--- src/rtl/mode_register.sv ---
// Single-register datapath: load/clear/inc/dec/shift/rotate with a registered
// carry/borrow/shift-out flag and a combinational zero flag.
module mode_register #(
  parameter int unsigned           WIDTH       = 8,
  parameter logic [WIDTH-1:0]      RESET_VALUE = '0
) (
  input  logic             clk,
  input  logic             rst,
  input  logic             en,
  input  logic [2:0]       op,
  input  logic [WIDTH-1:0] data,
  input  logic             ser_in,
  output logic [WIDTH-1:0] out,
  output logic             carry,
  output logic             zero
);

  typedef enum logic [2:0] {
    OP_HOLD  = 3'b000,
    OP_LOAD  = 3'b001,
    OP_CLEAR = 3'b010,
    OP_INC   = 3'b011,
    OP_DEC   = 3'b100,
    OP_SHL   = 3'b101,
    OP_SHR   = 3'b110,
    OP_ROR   = 3'b111
  } op_e;

  logic [WIDTH-1:0] r_out;
  logic             r_carry;
  logic [WIDTH-1:0] w_next_out;
  logic             w_next_carry;
  op_e              w_op;

  assign w_op = op_e'(op);

  always_comb begin
    w_next_out   = r_out;
    w_next_carry = r_carry;
    if (en) begin
      unique case (w_op)
        OP_HOLD: begin
          w_next_out   = r_out;
          w_next_carry = r_carry;
        end
        OP_LOAD: begin
          w_next_out   = data;
          w_next_carry = 1'b0;
        end
        OP_CLEAR: begin
          w_next_out   = '0;
          w_next_carry = 1'b0;
        end
        OP_INC: begin
          w_next_out   = r_out + 1'b1;
          w_next_carry = (r_out == '1);
        end
        OP_DEC: begin
          w_next_out   = r_out - 1'b1;
          w_next_carry = (r_out == '0);
        end
        OP_SHL: begin
          w_next_out   = {r_out[WIDTH-2:0], ser_in};
          w_next_carry = r_out[WIDTH-1];
        end
        OP_SHR: begin
          w_next_out   = {ser_in, r_out[WIDTH-1:1]};
          w_next_carry = r_out[0];
        end
        OP_ROR: begin
          w_next_out   = {r_out[0], r_out[WIDTH-1:1]};
          w_next_carry = r_out[0];
        end
        default: begin
          w_next_out   = r_out;
          w_next_carry = r_carry;
        end
      endcase
    end
  end

  always_ff @(posedge clk) begin
    if (rst) begin
      r_out   <= RESET_VALUE;
      r_carry <= 1'b0;
    end else begin
      r_out   <= w_next_out;
      r_carry <= w_next_carry;
    end
  end

  assign out   = r_out;
  assign carry = r_carry;
  assign zero  = (r_out == '0);

endmodule

--- config.mk ---
export PLATFORM = sky130hd
export DESIGN_NAME = mode_register
export DESIGN_NICKNAME = d
export VERILOG_FILES = /design/src/rtl/mode_register.sv
export SDC_FILE = /design/constraint.sdc
export NUM_CORES = 1
export LEC_CHECK = 0
export BUFFER_PORTS_ARGS = -buffer_cell sky130_fd_sc_hd__clkbuf_2
export CAP_MARGIN = 5
export CELL_PAD_IN_SITES_DETAIL_PLACEMENT = 0
export CELL_PAD_IN_SITES_GLOBAL_PLACEMENT = 1
export CORE_MARGIN = 4
export CORE_UTILIZATION = 38
export CTS_BUF_LIST = sky130_fd_sc_hd__clkbuf_8 sky130_fd_sc_hd__clkbuf_16
export DETAILED_ROUTE_END_ITERATION = 8
export PLACE_DENSITY = 0.76
export SYNTH_ARGS = -nofsm -noshare
export SYNTH_HDL_FRONTEND = slang
export SYNTH_SLANG_ARGS = --single-unit
--- constraint.sdc ---
create_clock -name clk -period 2.3 [get_ports clk]
set_clock_uncertainty 0.1 [all_clocks]
set_input_delay 0 -clock clk [delete_from_list [all_inputs] [get_ports clk]]
set_output_delay 0 -clock clk [all_outputs]
set_load 0.01 [all_outputs]
### Yosys cells after proc, flatten, opt, wreduce, memory -nomap -nowiden

Cells that the tools add are included.

* add/sub/neg operators: 2
* mux-type cells: 2
* equal/unequal tests: 8
* bitwise logic cells: 1
* reduce and logical (&&, ||, !) cells: 5

Operators by type and width (count)
* one-hot mux 8 bit (7 select lines): 1
* == test 3 bit (second input constant): 4
* adder 8 x 1 -> 8 bit (second input constant): 1
* == test 8 bit (second input constant): 1
* logical NOT 8 bit: 1
* subtractor 8 x 1 -> 8 bit (second input constant): 1
* == test 3 x 2 -> 1 bit (second input constant): 2
* one-hot mux 1 bit (5 select lines): 1
* OR reduction 2 bit: 2
* == test 3 x 1 -> 1 bit (second input constant): 1
* logical NOT 3 bit: 1
* AND reduction 2 bit: 1
* NOT 1 bit: 1

* word-level logic and storage cells: 20
* bits in registers: 9
* output and inout bits: 10
* input bits: 15

### Depth between registers and ports, before layout

* depth in word-level cells: 3
* depth in mapped cells: 10

### Worst setup path after synthesis

OpenSTA, ideal clock, no wires.

* path kind: in2reg
* start: in op[1]
* end: reg r_out[6], in the netlist out[6]
* data arrival time: 1.763 ns
* buffers on the path: 2
* cell stages on the path: 10
* data required time: 2.080 ns
* slack: 0.318 ns
* cell sequence: buf_6 > or3b_1 > buf_6 > xnor2_1 > ha_1 > nor2_1 > and3_1 > a32o_1 > o22ai_1 > a211o_1

* longest elaborated chain between the ends: 3

Ends and longest elaborated chain
* start: declaration: line 10 `input logic [2:0] op,`
* parallel branches: the longest is 3 deep, another holds one-hot mux 8 bit (7 select lines)
* end signal: assignment: line 87 `r_out <= w_next_out;`
* end: declaration: line 29 `logic [WIDTH-1:0] r_out;`

Parallel ways; which one is timed is not known.
A chain may end at the register's enable or synchronous reset.

### Final worst setup path

* start: reg r_out[1], in the netlist out[1]
* end: reg r_out[6], in the netlist out[6]

* longest elaborated chain between the ends: 2

Ends and longest elaborated chain
* subtractor 8 x 1 -> 8 bit / adder 8 x 1 -> 8 bit (equally long branches): line 59, 55
* one-hot mux 8 bit (7 select lines) *: line 41 `unique case (w_op)`

Every way passes the cells marked *; elsewhere a longest branch is shown, timed or not.

==> results.toml <==
[timing]
setup_violations = 0
relSlewSlack_pct = 64.7
fin_ws_ns = 0.330
slew_violations = 0
fin_tns_setup_ns = 0
hold_viol_final = 0
fmaxAchievable_mhz = 508
period_share_pct = 85.6
worstMarginPinSlew_ns = 0.529
period_minus_slack_ns = 1.97
rsz0062_at_grt = "false"

[clocking]
numClockSinks = 9
cts_tree = "built"
cts_made_buffers = 3
cts-root-buf = "clkbuf_8"
cts.reportedPaths.clkPinSlew_ns = 0.06
cts.path.max_buffers = 2
clk_latency_ns = 0.24
h-tree-depth = 1

[finish]
drive_gt1_share_pct = 26.0
regArea_um2 = 180
multi_input_area_um2 = 817
areaGrowthSynthToFinish_pct = 18.7
final_cells = 204
final_area_mm2 = 0.00130
diodes = 0
layout.nets = 190
fillers = 298

[placement]
place_area_mm2 = 0.00123
dpl.cell_count = 197
place_ws_ns = 0.272
gp_congestion = 0.896
io_buffers = 24
dp_hpwl_um = 2480

[drt]
vias = 1267
drtPass1Iterations = 4
first_iter_violations = 64
viasPerCell = 6.21
drc = 0
detail_route.wl_per_cell_um = 17.0
drt-total-wl_um = 3480
ant_nets = 0

[pwr]
pwr-share-seq_pct = 31.3
pwr-share-clk_pct = 32.9
p_int_mw = 0.385
irDropWorstVdd_v = 0.000281
p_leak_nw = 0.520
power.net_switching_mw = 0.229
power_frac_comb_pct = 35.8
p_per_area_mw_per_mm2 = 471
power_mw = 0.614
netSwitchingFraction_pct = 37.3

[yosys]
synthesis.area_mm2 = 0.00110
synth_commonest_cells = "nand2_1 (15), nor2_1 (15), dfxtp_1 (9)"
synth_area_leader_cell = "dfxtp_1"
synthTopCellsByArea = "dfxtp_1 (16%), nand2_1 (5.1%), nor2_1 (5.1%), buf_6 (4.1%), o21ai_0 (3.6%)"
synth_top_area_share_pct = 16.4
synth_seq_cells = 9
synth.avg_cell_area_um2 = 7.37
synth-seq-area-share_pct = 16.4
ys.flop_type = "dfxtp_1"
synth_cells = 149
synth_edf_count = 0
ys_types = 55
ys_warn_count = 0
synth-async-reset-ratio_pct = 0
syn_nets = 165

[global_routing]
overflow = 0
track_usage_pct = 20.5
grt_pass1_vias = 1183
grt_pass1_wl_um = 5770
antenna_found_initial = 0
grt_max_degree = 27

[floorplan]
pin_count = 25
die_h_um = 61.8
core-area_mm2 = 0.00276
die_area_mm2 = 0.00381
rows = 19
start_util_pct = 39.8
die_x_um = 61.8

[setup_path]
crit_family = "compound AO/OA/AOI/OAI gates"
cp_cell_sequence = "xnor2_1, ha_1, nor2_1, and3_1, a32o_1, o22ai_1, a211o_1"
cp-startpoint = "out[1]"
critPathKind = "reg2reg"
cp-end-kind = "flip-flop"
r2r_start = "out[1]"
cpMaxStageDelayCell = "dfxtp_1"
cp.buffers_inverters = 0
start_kind = "flip-flop"
path_max_fanout = 6
cp_data_required_time_ns = 2.34
cp.arrival_ns = 2.01
critPathMaxStageDelay_ns = 0.46

[min_path]
min_path_type = "in2reg"
hp-start = "rst"

[outcome]
outcome = "finished, final reports clean"

[flow_run]
max-cap-violations = 0
[worst reg2reg max path, delay by kind of cell (launching register included)]
family	cells	cell delay, ns
xor gates and xnor gates	1	0.11
AOI/OAI and AO/OA	3	0.56
adders and majority gates	1	0.23
DFF	1	0.46
and+or+nand+nor	2	0.40
[flip-flops by register name, summed over array words and instances, names as in the netlist]
| signal | cells |
|---|---|
| carry | 1 |
| out | 8 |
[power groups by stage]
stage	logic, mW	clock network [mW]	registers (mW)
floorplan	0.159	0	0.186
global placement	0.213	0	0.195
detailed placement	0.214	0	0.195
CTS	0.219	0.205	0.192
global route	0.245	0.213	0.194
finish	0.220	0.202	0.192
[kinds of logic (layout without fill, tap and decap cells)]
family	Yosys count	in the layout	synth area share, %
and+or+nand+nor	65	65	34.4
AOI/OAI and AO/OA	52	52	33.9
buffers and inverters	17	41	9.22
DFF	9	9	16.4
xor gates and xnor gates	3	3	3.08
muxes	2	2	1.82
adders and majority gates	1	1	1.14
[path summary, 6_finish.rpt]
path / end / slack [ns] / depth (start not counted)
worst max-delay path: out[6] / 0.33 / 7
worst min-delay path: carry / 0.01 / 2
worst max register to register: out[6] / 0.33 / 7
worst min register to register: carry / 0.37 / 2
[cell usage in the layout (no fill, tap or decap), types with 3 or more instances in the layout]
master,synthesis,routed
a21boi_0,3,3
a21oi_1,6,6
and3_1,3,3
buf_4,1,9
clkbuf_2,0,24
clkbuf_8,0,3
dfxtp_1,9,9
dlygate4sd3_1,0,3
nand2_1,15,15
nand3_1,6,6
nor2_1,15,15
nor3_1,7,7
o21a_1,3,3
o21ai_0,8,8
o21ai_1,6,6
o221ai_1,3,3
[final cells by class]
type                       count  area share, %
sequential                     9           13.8
clock buffer                   3           3.17
timing repair buffer          36           16.7
tap                           31           2.98
clock inverter                 1          0.384
multi-input combinational    123           62.7
inverter                       1          0.288
[layer usage]
layer  vias to the layer above  global-route usage (%)  share of wire (%)
li1                        606                       -                  -
met2                        68                    29.4                 44
met3                         8                    3.31                9.5
met4                         0                    9.09                2.0
met5                         -                       0                  0
met1                       585                    29.8                 44
[repair_timing]
action / 4_1_cts / 5_1_grt
gates resized for setup: 0 / 0
buffers inserted: 0 / 0
endpoints found under the hold margin: 3 / 0
hold buffers: 3 / 0
[per-stage QoR]
stage          hold WS [ns]  utilization (%)
4_1_cts              0.0104             47.3
6_report             0.0118             47.3
5_1_grt              0.0448             47.3
3_5_place_dp          0.233             44.5
3_3_place_gp          0.226             44.5
2_1_floorplan       0.00876                -
No activity file was read; power rests on OpenSTA's default activity.
